<file path="src/rtl/riscv_pkg.sv">
// Shared core-wide definitions: datapath width and the canonical NOP encoding.
// Used by fetch_buffer, decode and the writeback stall logic.
// Pure declarations; no logic.
package riscv_pkg;

  localparam int XLEN = 32;

  // addi x0, x0, 0
  localparam logic [31:0] NOP_INSTR = 32'h0000_0013;

endpackage

</file>
<file path="src/rtl/fetch_buffer.sv">
// Instruction/PC queue between fetch and decode, first-word fall-through.
// Latency: a pair pushed at edge N is visible on out_* right after edge N; no empty bypass.
// Backpressure: in_ready depends only on registered count (no path from out_ready); flush overrides both handshakes.
//
// Ports:
//   clk, reset                 clock, asynchronous active-high reset
//   in_valid/in_ready          fetch-side handshake, with in_instr/in_pc payload
//   flush                      drop all entries and any same-cycle push/pop
//   out_valid/out_ready        decode-side handshake, with out_instr/out_pc head payload
//   count                      number of stored entries
module fetch_buffer #(
  parameter int DEPTH = 4,
  parameter int XLEN  = riscv_pkg::XLEN
) (
  input  logic                     clk,
  input  logic                     reset,
  input  logic                     in_valid,
  output logic                     in_ready,
  input  logic [XLEN-1:0]          in_instr,
  input  logic [XLEN-1:0]          in_pc,
  input  logic                     flush,
  output logic                     out_valid,
  input  logic                     out_ready,
  output logic [XLEN-1:0]          out_instr,
  output logic [XLEN-1:0]          out_pc,
  output logic [$clog2(DEPTH):0]   count
);

  import riscv_pkg::*;

  localparam int PW = $clog2(DEPTH);
  localparam int CW = PW + 1;

  // Each entry holds {pc, instr}.
  logic [2*XLEN-1:0] mem [DEPTH];
  logic [PW-1:0]     wr_ptr;
  logic [PW-1:0]     rd_ptr;
  logic              push;
  logic              pop;
  logic [2*XLEN-1:0] head;

  // Full/empty come from count only; pointers are free-running and wrap naturally.
  assign in_ready  = (count != CW'(DEPTH));
  assign out_valid = (count != '0);

  // Flush kills both handshakes so neither side sees a transfer in that cycle.
  assign push = in_valid  && in_ready  && !flush;
  assign pop  = out_valid && out_ready && !flush;

  assign head      = mem[rd_ptr];
  assign out_instr = out_valid ? head[XLEN-1:0]      : XLEN'(NOP_INSTR);
  assign out_pc    = out_valid ? head[2*XLEN-1:XLEN] : '0;

  // Storage is not reset; only entries covered by count are ever observed.
  always_ff @(posedge clk) begin
    if (push) begin
      mem[wr_ptr] <= {in_pc, in_instr};
    end
  end

  always_ff @(posedge clk or posedge reset) begin
    if (reset) begin
      wr_ptr <= '0;
      rd_ptr <= '0;
      count  <= '0;
    end else if (flush) begin
      wr_ptr <= '0;
      rd_ptr <= '0;
      count  <= '0;
    end else begin
      if (push) begin
        wr_ptr <= wr_ptr + PW'(1);
      end
      if (pop) begin
        rd_ptr <= rd_ptr + PW'(1);
      end
      // Simultaneous push and pop leave count unchanged.
      if (push && !pop) begin
        count <= count + CW'(1);
      end else if (pop && !push) begin
        count <= count - CW'(1);
      end
    end
  end

endmodule

</file>
<file path="config.mk">
export PLATFORM = sky130hd
export DESIGN_NAME = fetch_buffer
export DESIGN_NICKNAME = d
export VERILOG_FILES = /design/src/rtl/riscv_pkg.sv /design/src/rtl/fetch_buffer.sv
export SDC_FILE = /design/constraint.sdc
export NUM_CORES = 1
export LEC_CHECK = 0
export BUFFER_PORTS_ARGS = -buffer_cell sky130_fd_sc_hd__buf_2
export CORE_MARGIN = 3
export CORE_UTILIZATION = 55
export DETAILED_ROUTE_END_ITERATION = 7
export PLACE_DENSITY = 0.8
export SLEW_MARGIN = 20
export SYNTH_ARGS = -nofsm -noshare
export SYNTH_HDL_FRONTEND = slang
export SYNTH_SLANG_ARGS = --single-unit
</file>
<file path="constraint.sdc">
create_clock -name clk -period 3.3 [get_ports clk]
set_input_delay 0.33 -clock clk [delete_from_list [all_inputs] [get_ports clk]]
set_output_delay 0.33 -clock clk [all_outputs]
set_load 0.01 [all_outputs]
</file>
==> summary.txt <==
Logic synthesis
  • Yosys cell types: 34
  • Synthesized area: 10200 um2
  • YS warnings: 0
  • Seq cells post-synth: 263
  • Seq/Total Area, Yosys: 0.770
  • Syn Nets: approximately 540
  • Syn Area/Cell: roughly 22 um2
  • Synth Instances: approximately 470

Global route
  • Global Route Usage Sum: 0.191
  • Met2 Track Usage GR: 0.317
  • Pin count of the biggest net entering global routing: 66
  • First-pass GRT wire length: around 30 mm
  • Vias in the first global route: between 5000 and 6000
  • Grt met1 use: 0.264
  • Most Crowded Layer GR: met2
  • GRT overflow: 0
  • Initial antenna violation count: 2
  • Met3 usage: 0.0437

Worst hold path
  • HP Class: input port to flip-flop
  • WHS Endpoint: mem[3][59]
  • Hold_sp: in_pc[27]
  • Hold path cells: 1

Critical path
  • Slowest stage delay, CP: about 0.75 ns
  • Critical Path Fanout Max: 62
  • Register-to-Register Path Depth: 3
  • WP data required: between 2 and 3 ns
  • Critical path's slowest cell: inv_2
  • R2r setup slk: about 0.80 ns
  • Critical path capture point type: output port
  • Worst setup path class: flip-flop to output port
  • CP Launch Type: flip-flop
  • CP arrival: between 2 and 2.5 ns
  • Worst R2R Start: count[2]
  • Crit-path cells: nor3_2, inv_2, and2_1, buf_2
  • R2R Path End: mem[0][40]

Final layout
  • Layout cell share with drive strength beyond 1: 0.398
  • Syn-to-layout area delta: 17.1%
  • Fin nets: 692

Timing
  • FMAX: 362 MHz
  • Clk_skew: about 0.0092 ns
  • Slew headroom: 0.322
  • Slew Limit Fails: 0
  • Final hold violations: 0
  • Final TNS setup: 0 ns
  • Tcrit/Tclk final: 0.837
  • RSZ-0062 raised after global routing: false
  • Worst Tran Pin Value: ~1.0 ns
  • Min cycle time layout: 2.76 ns
  • Final setup viols: 0

Die
  • IO Pins: 138
  • # rows: a little under 50
  • Initial core utilization: 0.565
  • Die ar.: 20200 um2
  • Die width: between 100 and 150 um
  • Core area: 18100 um2
  • Die height: about 140 um

Pwr
  • VDD IR-drop max: 0.719 mV
  • Final Total Pwr: slightly above 0.009 W
  • Lkg Pwr: between 4 and 5 nW
  • PwrDens: 779 nW/um2

Outcome
  • Outcome: complete, no violations

Clocking
  • Post-CTS sizing: 0
  • Clock Latency Late Sink: ~0.51 ns
  • Cts hold-fix bufs: 1
  • Clock Root Buffer: clkbuf_16
  • CTS max path bufs: 3
  • Post-CTS setup buffer count: 0
  • Htree depth: 1
  • Reg clk slew, reported paths: 0.06 ns
  • CTS buffer count: 26
  • Clock Sinks: 263
  • CTS tree: done

Route
  • Initial DRC Count: 320
  • Post-route ant nets: 0
  • DRC viols: 0
  • Vias: around 4900
  • Routed wire length: roughly 19 mm
  • Wire per inst: 21.9 um
  • DR pass1 iterations: 5
  • Vias/cell: ~5.7

Placed design
  • Buffers on Ports: ~140
  • GP Congestion: 0.751
  • HPWL Detailed: 11.5 mm

Run
  • Max-cap violations: 0
==> metrics by stage <==
step	setup WS, ns	utilization	instances	area (um2)	hold slack, ns
3_5_place_dp	0.770	0.617	818	11200	0.285
4_1_cts	0.461	0.661	865	12000	0.0130
5_1_grt	0.360	0.661	866	12000	0.0192
6_report	0.539	0.662	867	12000	0.0291
2_1_floorplan	0.384	-	469	10200	0.133
3_3_place_gp	0.896	0.617	818	11200	0.281
==> flip-flops by register name, summed over array words and instances (netlist names) <==
signal / flops
count: 3
mem: 256
rd_ptr: 2
wr_ptr: 2
==> per-layer routing <==
metal	wire length (um)	vias up
li1	-	2196
met1	7510	2525
met2	9740	180
met3	1380	27
met4	370	2
met5	7	-
==> cell usage after synthesis <==
library cell / number / area share
and2_1: 66 / 0.040
nor2_1: 7 / 0.0026
nor3_1: 1 / 0.00049
xor2_1: 2 / 0.0017
nand3_1: 2 / 0.00098
buf_4: 2 / 0.0015
o211ai_1: 1 / 0.00074
a311oi_1: 1 / 0.00086
mux4_2: 64 / 0.14
dfrtp_1: 7 / 0.017
a211o_1: 1 / 0.00086
and3b_1: 1 / 0.00086
o311ai_0: 1 / 0.00086
buf_1: 1 / 0.00037
buf_6: 5 / 0.0055
buf_2: 9 / 0.0044
nor3b_1: 1 / 0.00074
ha_1: 4 / 0.0049
a21oi_1: 2 / 0.00098
fa_1: 1 / 0.0020
edfxtp_1: 256 / 0.75
clkbuf_1: 8 / 0.0029
or2_1: 3 / 0.0018
nor3_2: 1 / 0.00098
a211oi_1: 1 / 0.00074
o21a_1: 1 / 0.00074
mux2_1: 1 / 0.0011
o211a_1: 1 / 0.00098
o21ai_0: 3 / 0.0015
inv_1: 10 / 0.0037
mux2i_1: 1 / 0.00098
a31o_2: 1 / 0.00086
o31ai_1: 2 / 0.0015
a21o_1: 1 / 0.00074
==> logic make-up (layout without fill, tap and decap cells) <==
logic type,count (synthesis),in the layout,synth area share
AO/OA/AOI/OAI,16,16,0.0113
XOR/XNOR,2,2,0.00172
adder cells (fa/ha/maj),5,5,0.00686
buffers and inverters,35,202,0.0184
flip-flops,263,263,0.770
multiplexers,66,66,0.143
other,0,2,0
AND/OR/NAND/NOR,82,82,0.0489
==> final cells by class <==
cell class	instances	area, um2
fill	1149	6120
sequential	263	7870
antenna	2	5.00
timing repair buffer	146	806
clock inverter	16	98.8
tap	229	287
inverter	10	37.5
clock buffer	30	687
multi-input combinational	171	2170
==> how the worst max path moves through the flow <==
stage          depth (start not counted)       endpoint      start
6_report                               4     out_pc[31]   count[0]
5_1_grt                                4  out_instr[12]   count[0]
4_1_cts                                4  out_instr[15]  rd_ptr[0]
3_3_place_gp                           3     mem[0][49]   count[0]
2_1_floorplan                          4      mem[0][0]   in_valid
3_5_place_dp                           3     mem[0][30]   count[0]
==> critical path, delay by kind of cell (launching register included) <==
family	cells	cell delay (ns)
buffers and inverters	2	0.90
and+or+nand+nor	2	0.42
DFF	1	0.56
==> power breakdown <==
group | switching, W | leakage [nW] | internal [W]
registers | 0.000234 | 2.41 | 0.00387
clock network | 0.00113 | 0.391 | 0.00156
logic | 0.00127 | 1.34 | 0.00127
==> cell usage in the layout (no fill, tap or decap), types with 4 or more instances in the layout <==
cell type	Yosys	final
and2_1	66	62
and2_4	0	4
buf_12	0	4
buf_2	9	137
buf_4	2	4
clkbuf_16	0	27
clkinv_1	0	8
clkinv_2	0	6
dfrtp_1	7	5
edfxtp_1	256	256
ha_1	4	4
inv_1	10	9
mux4_2	64	64
nor2_1	7	7
Note: power is estimated with default switching activity, not from simulation.
